$ cat src/rtl/uart_rx.sv
`timescale 1ns/1ps
// uart_rx: 8N1 serial receiver with a one-entry valid/ready output buffer.
//
// Ports:
//   clk        system clock, all logic on the rising edge
//   rst        synchronous active-high reset
//   rx         asynchronous serial input, idles high
//   data       received byte, meaningful while valid = 1
//   valid      a byte is held in the output buffer
//   ready      consumer accepts the byte (transfer on valid && ready)
//   frame_err  one-cycle pulse when a stop bit is sampled low
//   overrun    sticky: a completed byte was dropped because the buffer was full
//   busy       receiver is anywhere but IDLE
module uart_rx #(
    parameter int CLKS_PER_BIT = 868,
    parameter int SYNC_STAGES  = 2
) (
    input  logic       clk,
    input  logic       rst,
    input  logic       rx,
    output logic [7:0] data,
    output logic       valid,
    input  logic       ready,
    output logic       frame_err,
    output logic       overrun,
    output logic       busy
);

    localparam int CW   = $clog2(CLKS_PER_BIT);
    localparam int HALF = CLKS_PER_BIT / 2;
    localparam logic [CW-1:0] HALF_LAST = CW'(HALF - 1);
    localparam logic [CW-1:0] BIT_LAST  = CW'(CLKS_PER_BIT - 1);
    localparam logic [CW-1:0] CNT_ZERO  = CW'(0);
    localparam logic [CW-1:0] CNT_ONE   = CW'(1);

    typedef enum logic [2:0] {
        S_IDLE      = 3'd0,
        S_START     = 3'd1,
        S_DATA      = 3'd2,
        S_STOP      = 3'd3,
        S_WAIT_IDLE = 3'd4
    } state_t;

    logic [SYNC_STAGES-1:0] r_sync;
    state_t                 r_state;
    logic [CW-1:0]          r_cnt;
    logic [2:0]             r_bit;
    logic [7:0]             r_shift;
    logic [7:0]             r_data;
    logic                   r_valid;
    logic                   r_frame_err;
    logic                   r_overrun;
    logic                   r_busy;

    logic w_rx_s;
    logic w_handshake;

    assign w_rx_s      = r_sync[SYNC_STAGES-1];
    assign w_handshake = r_valid & ready;

    assign data      = r_data;
    assign valid     = r_valid;
    assign frame_err = r_frame_err;
    assign overrun   = r_overrun;
    assign busy      = r_busy;

    // Metastability synchronizer for the asynchronous rx pin; resets to idle-high.
    always_ff @(posedge clk) begin
        if (rst) begin
            r_sync <= {SYNC_STAGES{1'b1}};
        end else begin
            r_sync <= {r_sync[SYNC_STAGES-2:0], rx};
        end
    end

    // Receive FSM plus output buffer; busy is registered alongside every state change.
    always_ff @(posedge clk) begin
        if (rst) begin
            r_state     <= S_IDLE;
            r_cnt       <= CNT_ZERO;
            r_bit       <= 3'd0;
            r_shift     <= 8'h00;
            r_data      <= 8'h00;
            r_valid     <= 1'b0;
            r_frame_err <= 1'b0;
            r_overrun   <= 1'b0;
            r_busy      <= 1'b0;
        end else begin
            r_frame_err <= 1'b0;

            // A handshake empties the buffer and clears overrun; a completion
            // on the same edge overrides valid below and reloads it.
            if (w_handshake) begin
                r_valid   <= 1'b0;
                r_overrun <= 1'b0;
            end

            case (r_state)
                S_IDLE: begin
                    r_cnt <= CNT_ZERO;
                    if (!w_rx_s) begin
                        r_state <= S_START;
                        r_busy  <= 1'b1;
                    end
                end

                // Wait half a bit, then re-check the line to reject glitches.
                S_START: begin
                    if (r_cnt == HALF_LAST) begin
                        r_cnt <= CNT_ZERO;
                        if (w_rx_s) begin
                            r_state <= S_IDLE;
                            r_busy  <= 1'b0;
                        end else begin
                            r_state <= S_DATA;
                            r_bit   <= 3'd0;
                        end
                    end else begin
                        r_cnt <= r_cnt + CNT_ONE;
                    end
                end

                // LSB arrives first: shifting in from the top leaves bit 0 in r_shift[0].
                S_DATA: begin
                    if (r_cnt == BIT_LAST) begin
                        r_cnt   <= CNT_ZERO;
                        r_shift <= {w_rx_s, r_shift[7:1]};
                        if (r_bit == 3'd7) begin
                            r_state <= S_STOP;
                        end else begin
                            r_bit <= r_bit + 3'd1;
                        end
                    end else begin
                        r_cnt <= r_cnt + CNT_ONE;
                    end
                end

                S_STOP: begin
                    if (r_cnt == BIT_LAST) begin
                        r_cnt <= CNT_ZERO;
                        if (w_rx_s) begin
                            r_state <= S_IDLE;
                            r_busy  <= 1'b0;
                            if (!r_valid || w_handshake) begin
                                r_data  <= r_shift;
                                r_valid <= 1'b1;
                            end else begin
                                r_overrun <= 1'b1;
                            end
                        end else begin
                            r_frame_err <= 1'b1;
                            r_state     <= S_WAIT_IDLE;
                        end
                    end else begin
                        r_cnt <= r_cnt + CNT_ONE;
                    end
                end

                // Hold off through a break so it reports only one frame error.
                S_WAIT_IDLE: begin
                    r_cnt <= CNT_ZERO;
                    if (w_rx_s) begin
                        r_state <= S_IDLE;
                        r_busy  <= 1'b0;
                    end
                end

                default: begin
                    r_state <= S_IDLE;
                    r_cnt   <= CNT_ZERO;
                    r_busy  <= 1'b0;
                end
            endcase
        end
    end

endmodule

$ cat config.mk
export PLATFORM = sky130hd
export DESIGN_NAME = uart_rx
export DESIGN_NICKNAME = d
export VERILOG_FILES = /design/src/rtl/uart_rx.sv
export SDC_FILE = /design/constraint.sdc
export NUM_CORES = 1
export LEC_CHECK = 0
export ABC_AREA = 1
export CAP_MARGIN = 20
export CORE_MARGIN = 5
export CORE_UTILIZATION = 55
export DETAILED_ROUTE_END_ITERATION = 12
export HOLD_SLACK_MARGIN = 0.15
export PLACE_DENSITY = 0.77
export SYNTH_ARGS = -nofsm -noshare
export SYNTH_HDL_FRONTEND = slang
export SYNTH_SLANG_ARGS = --single-unit
$ cat constraint.sdc
create_clock -name clk -period 1.8 [get_ports clk]
set_clock_uncertainty 0.2 [all_clocks]
set_input_delay 0.54 -clock clk [delete_from_list [all_inputs] [get_ports clk]]
set_output_delay 0.54 -clock clk [all_outputs]
set_load 0.01 [all_outputs]
==> reports/qor.txt, run 1 <==
final hold vios = 0
# clock sinks = 38
sequential area share after synthesis = 42.5%
Synth Cell Area = 1790 µm²
layout cell share with drive strength beyond 1 = 17.6%
diode count = 0
Clk pwr share = 20.8%
Worst VDD drop = 709 µV
FF+latch area = 763 µm²
Mapped Cells = 252
Worst-Skew Late Latency = 340 ps
Slew Viols, Final = 0
Root Driver = clkbuf_4
cell mode on critical path = nor2_1
static leakage = 0.997 nW
antenna violations before repair = 0
mean post-synth cell area = 7.11 µm²
multi-input logic area = 900 µm²
hpwl dp = 2510 µm
yosys warns = 0
Final Wtd Congestion = 0.913
Clock transition at path regs = 100 ps
global-route wire length before repair = 5850 µm
RSZ-0062 raised after global routing = yes
core area = 3080 µm²
Yosys cell types = 28
CTS tree = built
Via Count = 1566
total wire length = 3620 µm
fin crit share = 96.5%
syn nets = 260
Startpoint Class = flop
Final ANT Viol Nets = 0
Post-CTS Hold Buffers = 0
Setup-failing EPs final = 0
initial cell density of the core = 58.2%
Clock Tree Buf Depth = 2
# IOs = 16
Worst Setup Path Type = flop to flop
Die Span Y = 67.1 µm
delay of the slowest critical-path stage = 440 ps
CP max stage cell = dfxtp_1
CP Capture Type = flop
net switching power = 0.751 mW
Worst R2R End = data[4]
delay-heaviest family, CP = simple AND/OR/NAND/NOR gates
flop and latch count out of synthesis = 38
R2R depth = 5
RR Startpoint = r_cnt[6]
Layout fillers = 302
GRT Util Overall = 17.5%
switching part of the total = 36.2%
Num CTS Buffers = 5
hold-critical path endpoint = r_sync[1]
Post-Place Setup Slack = -193 ps
Cell Pwr Density = 983 nW/µm²
setup slack, reg-to-reg = 60 ps
Worst Tran Pin Value = 340 ps
Comb power frac = 33.0%
# rows = 20
setup ws final = 62.7 ps
CP startpoint = r_cnt[6]
P&R area growth vs syn = 18.0%
First-pass DRT Iterations = 4
vias in the first global route = 1386
commonest non-fill, non-tap cell in the layout = nor2_1
hold depth = 1
vias per cell = 4.85
Final Critical Period = 1740 ps
die width = 67.1 µm
H-tree depth = 2
Slew Limit Headroom = 77.3%
largest net degree at the start of global routing = 23
Worst Hold Launch = r_sync[0]
status = finished, final reports clean
CP bufs+invs = 1
WL/cell = 11.2 µm
# DRC = 0
Nets = 288
worst-path maximum fanout = 8
fmax = 0.576 GHz
IO buf count = 15
Tot Pwr = 2.08 mW
CP required = 1840 ps
crit-path cells = inv_2 -> nor3_4 -> nand4_2 -> nor2_1 -> nor2_1
max cap viols = 0
DR iter-0 viols = 51
die area = 4500 µm²
Worst Path Arrival = 1770 ps
Hold Crit Class = flop to flop
Pint = 1.32 mW
total gr overflow = 0
most frequent cells in the layout = nor2_1, nand2_1, dfxtp_1
Flop pwr share = 46.3%
-- final cells by class --
type	count	area share [%]
Inverter	36	6.40
Tap cell	44	2.61
Clock buffer	6	2.43
Timing Repair Buffer	23	9.83
Sequential cell	38	36.1
Multi-Input combinational cell	176	42.6
-- cell usage after synthesis --
| master | instances | area (µm²) |
|---|---|---|
| a211oi_1 | 1 | 7.51 |
| xnor2_1 | 1 | 8.76 |
| xor2_1 | 4 | 35.0 |
| clkinv_1 | 1 | 3.75 |
| nand2_1 | 51 | 191 |
| o21ai_0 | 3 | 15.0 |
| clkbuf_8 | 1 | 13.8 |
| nor3_1 | 12 | 60.1 |
| dfxtp_1 | 38 | 761 |
| inv_2 | 11 | 41.3 |
| buf_6 | 1 | 11.3 |
| nor3_4 | 1 | 16.3 |
| nor2_1 | 52 | 195 |
| inv_1 | 24 | 90.1 |
| nand2_2 | 5 | 31.3 |
| nor2_2 | 2 | 12.5 |
| nor2_4 | 2 | 22.5 |
| clkbuf_1 | 1 | 3.75 |
| or2_1 | 1 | 6.26 |
| o21a_1 | 1 | 7.51 |
| nand3_2 | 2 | 20.0 |
| a21oi_1 | 10 | 50.1 |
| nand3_1 | 11 | 55.1 |
| ha_1 | 4 | 50.1 |
| or2_2 | 2 | 12.5 |
| o21ai_1 | 7 | 35.0 |
| nand4_1 | 2 | 12.5 |
| nand4_4 | 1 | 21.3 |
-- registers in the layout, summed over array words and instances, names as in the netlist --
name / cells
r_shift: 8
busy: 1
r_state: 3
r_sync: 2
overrun: 1
valid: 1
frame_err: 1
r_cnt: 10
data: 8
r_bit: 3
-- stage by stage --
stage          area (µm²)  TNS, ps  cells  util (%)  hold slack (ps)
6_report             2110        0    323      68.6              225
5_1_grt              2110     -138    323      68.6              232
4_1_cts              2080        0    322      67.4              226
3_5_place_dp         2040    -2110    316      66.3              201
3_3_place_gp         2040    -1590    316      66.3              195
2_1_floorplan        1790        0    252         -              189
-- power groups by stage --
stage / clock network (mW) / registers [mW] / logic (mW)
6_report: 0.431 / 0.960 / 0.684
5_1_grt: 0.493 / 0.971 / 0.766
4_1_cts: 0.448 / 0.958 / 0.661
3_5_place_dp: 0 / 0.978 / 0.663
3_3_place_gp: 0 / 0.977 / 0.650
2_1_floorplan: 0 / 0.974 / 0.522
-- worst max path at each step --
stage / slack, ps / cells past startpoint / end
after global placement: -140 / 5 / data[5]
after global routing: -40 / 5 / data[2]
after CTS: 60 / 1 / valid
final: 60 / 5 / data[4]
after detailed placement: -190 / 5 / data[4]
after floorplan: 160 / 7 / data[1]
-- layer usage --
layer	routed length, µm	GRT usage (%)	share of wire (%)	vias up
met1	1670	19.9	46	681
met4	74	9.11	2.0	0
met5	0	0	0	-
met2	1750	29.7	48	25
li1	-	-	-	850
met3	115	4.55	3.2	10
-- cells by family (layout without fill, tap and decap cells) --
logic type                 Yosys count  in the layout  synth area share (%)
buffers and inverters               39             65                  9.15
adders and majority gates            4              4                  2.80
xor gates and xnor gates             5              5                  2.45
AOI/OAI and AO/OA                   22             22                  6.43
and+or+nand+nor                    144            145                  36.7
DFF                                 38             38                  42.5
-- repair_timing --
item,in CTS,in global routing
setup buffers,0,0
pin swaps,0,3
resized for setup,12,9
endpoints found under the setup margin,12,9
gates cloned,0,1
No activity file was read; power rests on OpenSTA's default activity.
==> run 2, diff against run 1 <==
GPL_ROUTABILITY_DRIVEN = 1   (was not set)
==> results of run 2 <==
No change in the layout: final DEF, timing and power equal those of run 1.
==> run 3, diff against run 2 <==
PLACE_DENSITY = 0.8   (was 0.77)
SLEW_MARGIN = 20   (was not set)
==> run 3 against run 2 <==
Compared with the run above: combinational power is 3% higher; final cell count up 0.93%; critical endpoint is now valid; global-route usage is 0.33 points higher.
==> reports/qor.txt, run 3 (synthesized netlist as in run 1, its figures left out) <==
final hold slack = 222 ps (was 225 ps)
Die Span Y = 67.1 µm (unchanged)
final core utilization = 68.7% (was 68.6%)
Comb power frac = 33.0% (about the same)
DR iter-0 viols = 80 (was 51)
Worst Tran Pin Value = 273 ps (was 340 ps)
Nets = 289 (was 288)
Clock transition at path regs = 100 ps (about the same)
Final Critical Period = 1710 ps (was 1740 ps)
Crit. path cell count = 1 (was 5)
First-pass DRT Iterations = 4 (unchanged)
Slew Viols, Final = 0 (unchanged)
# clock sinks = 38 (unchanged)
fmax = 0.585 GHz (was 0.576 GHz)
antenna violations before repair = 0 (unchanged)
R2R depth = 10 (was 5)
setup ws final = 90.1 ps (was 62.7 ps)
final hold vios = 0 (unchanged)
die width = 67.1 µm (unchanged)
total gr overflow = 0 (unchanged)
Post-Place Setup Slack = -185 ps (was -193 ps)
Slew Limit Headroom = 81.8% (was 77.3%)
CP bufs+invs = 1 (unchanged)
largest net degree at the start of global routing = 17 (was 23)
Worst-Skew Late Latency = 350 ps (was 340 ps)
Worst Setup Path Type = flop to output pin (was flop to flop)
Pint = 1.34 mW (was 1.32 mW)
delay-heaviest family, CP = flip-flops (was simple AND/OR/NAND/NOR gates)
core area = 3080 µm² (unchanged)
Worst Path Arrival = 970 ps (was 1770 ps)
# rows = 20 (unchanged)
fin crit share = 95.0% (was 96.5%)
GRT Util Overall = 17.8% (was 17.5%)
Via Count = 1575 (was 1566)
# IOs = 16 (unchanged)
CP Capture Type = output pin (was flop)
Clk pwr share = 22.0% (was 20.8%)
die area = 4500 µm² (unchanged)
total wire length = 3370 µm (was 3620 µm)
Layout fillers = 297 (was 302)
Final ANT Viol Nets = 0 (unchanged)
crit-path cells = dlygate4sd2_1 (was inv_2 -> nor3_4 -> nand4_2 -> nor2_1 -> nor2_1)
max cap viols = 0 (unchanged)
CP max stage cell = dfxtp_1 (unchanged)
H-tree depth = 2 (unchanged)
layout cell share with drive strength beyond 1 = 17.7% (was 17.6%)
vias in the first global route = 1454 (was 1386)
commonest non-fill, non-tap cell in the layout = nor2_1 (unchanged)
initial cell density of the core = 58.2% (unchanged)
status = finished, final reports clean (unchanged)
Cell Pwr Density = 1010 nW/µm² (was 983 nW/µm²)
Post-CTS Hold Buffers = 0 (unchanged)
Hold Crit Class = flop to flop (unchanged)
delay of the slowest critical-path stage = 360 ps (was 440 ps)
Clock Tree Buf Depth = 2 (unchanged)
hpwl dp = 2480 µm (was 2510 µm)
most frequent cells in the layout = nor2_1, nand2_1, dfxtp_1 (unchanged)
Flop pwr share = 45.0% (was 46.3%)
Root Driver = clkbuf_4 (unchanged)
CP required = 1060 ps (was 1840 ps)
net switching power = 0.786 mW (was 0.751 mW)
vias per cell = 4.83 (was 4.85)
Inst Count DP = 318 (was 316)
CTS tree = built (unchanged)
Num CTS Buffers = 5 (unchanged)
diode count = 0 (unchanged)
global-route wire length before repair = 6070 µm (was 5850 µm)
Startpoint Class = flop (unchanged)
hold depth = 1 (unchanged)
Non-Filler Instances = 326 (was 323)
switching part of the total = 36.9% (was 36.2%)
setup bufs post-CTS = 0 (unchanged)
Setup-failing EPs final = 0 (unchanged)
Most flops, register = r_cnt (unchanged)
static leakage = 1.01 nW (was 0.997 nW)
# DRC = 0 (unchanged)
Final Wtd Congestion = 0.857 (was 0.913)
Worst VDD drop = 834 µV (was 709 µV)
WL/cell = 10.3 µm (was 11.2 µm)
max reg flops = 10 (unchanged)
IO buf count = 15 (unchanged)
P&R area growth vs syn = 18.0% (about the same)
worst-path maximum fanout = 3 (was 8)
Tot Pwr = 2.13 mW (was 2.08 mW)
==> run 3: metal layers <==
metal	up-vias	track usage [%]	routed length [µm]	share of wire, %
li1	845	-	-	-
met1	702	21.4	1580	47
met2	20	29.3	1610	48
met3	8	4.38	110	3.3
met4	0	8.61	79	2.3
met5	-	0	0	0
==> run 3: worst paths after layout <==
path | from | slack (ps) | end
min | r_sync[0] | 220 | r_sync[1]
min reg2reg | r_sync[0] | 220 | r_sync[1]
max reg2reg | r_cnt[1] | 120 | r_state[2]
max | valid | 90 | valid
==> run 3: power by group through the flow <==
stage | clock [mW] | sequential [mW] | combinational, mW
floorplan | 0 | 0.974 | 0.522
global placement | 0 | 0.975 | 0.658
detailed placement | 0 | 0.977 | 0.667
CTS | 0.482 | 0.958 | 0.663
global route | 0.525 | 0.973 | 0.805
finish | 0.467 | 0.959 | 0.703
==> run 3: area by class of cell <==
type                       instances  area [µm²]  area share (%)
tap                               44        55.1            2.61
clock buffer                       7        55.1            2.61
timing repair buffer              25         210            9.95
multi-input combinational        175         890            42.1
sequential                        38         763            36.1
clock inverter                     1        5.00           0.237
inverter                          36         135            6.39
==> run 3: stage by stage <==
step	area (µm²)	TNS, ps
floorplan	1790	0
global placement	2040	-1990
detailed placement	2040	-2240
CTS	2090	0
global route	2110	-20.1
finish	2110	0
==> run 3: timing repair <==
item | 4_1_cts | 5_1_grt
pin swaps | 0 | 0
gates cloned | 0 | 0
setup endpoints to repair | 12 | 29
gates resized for setup | 12 | 9
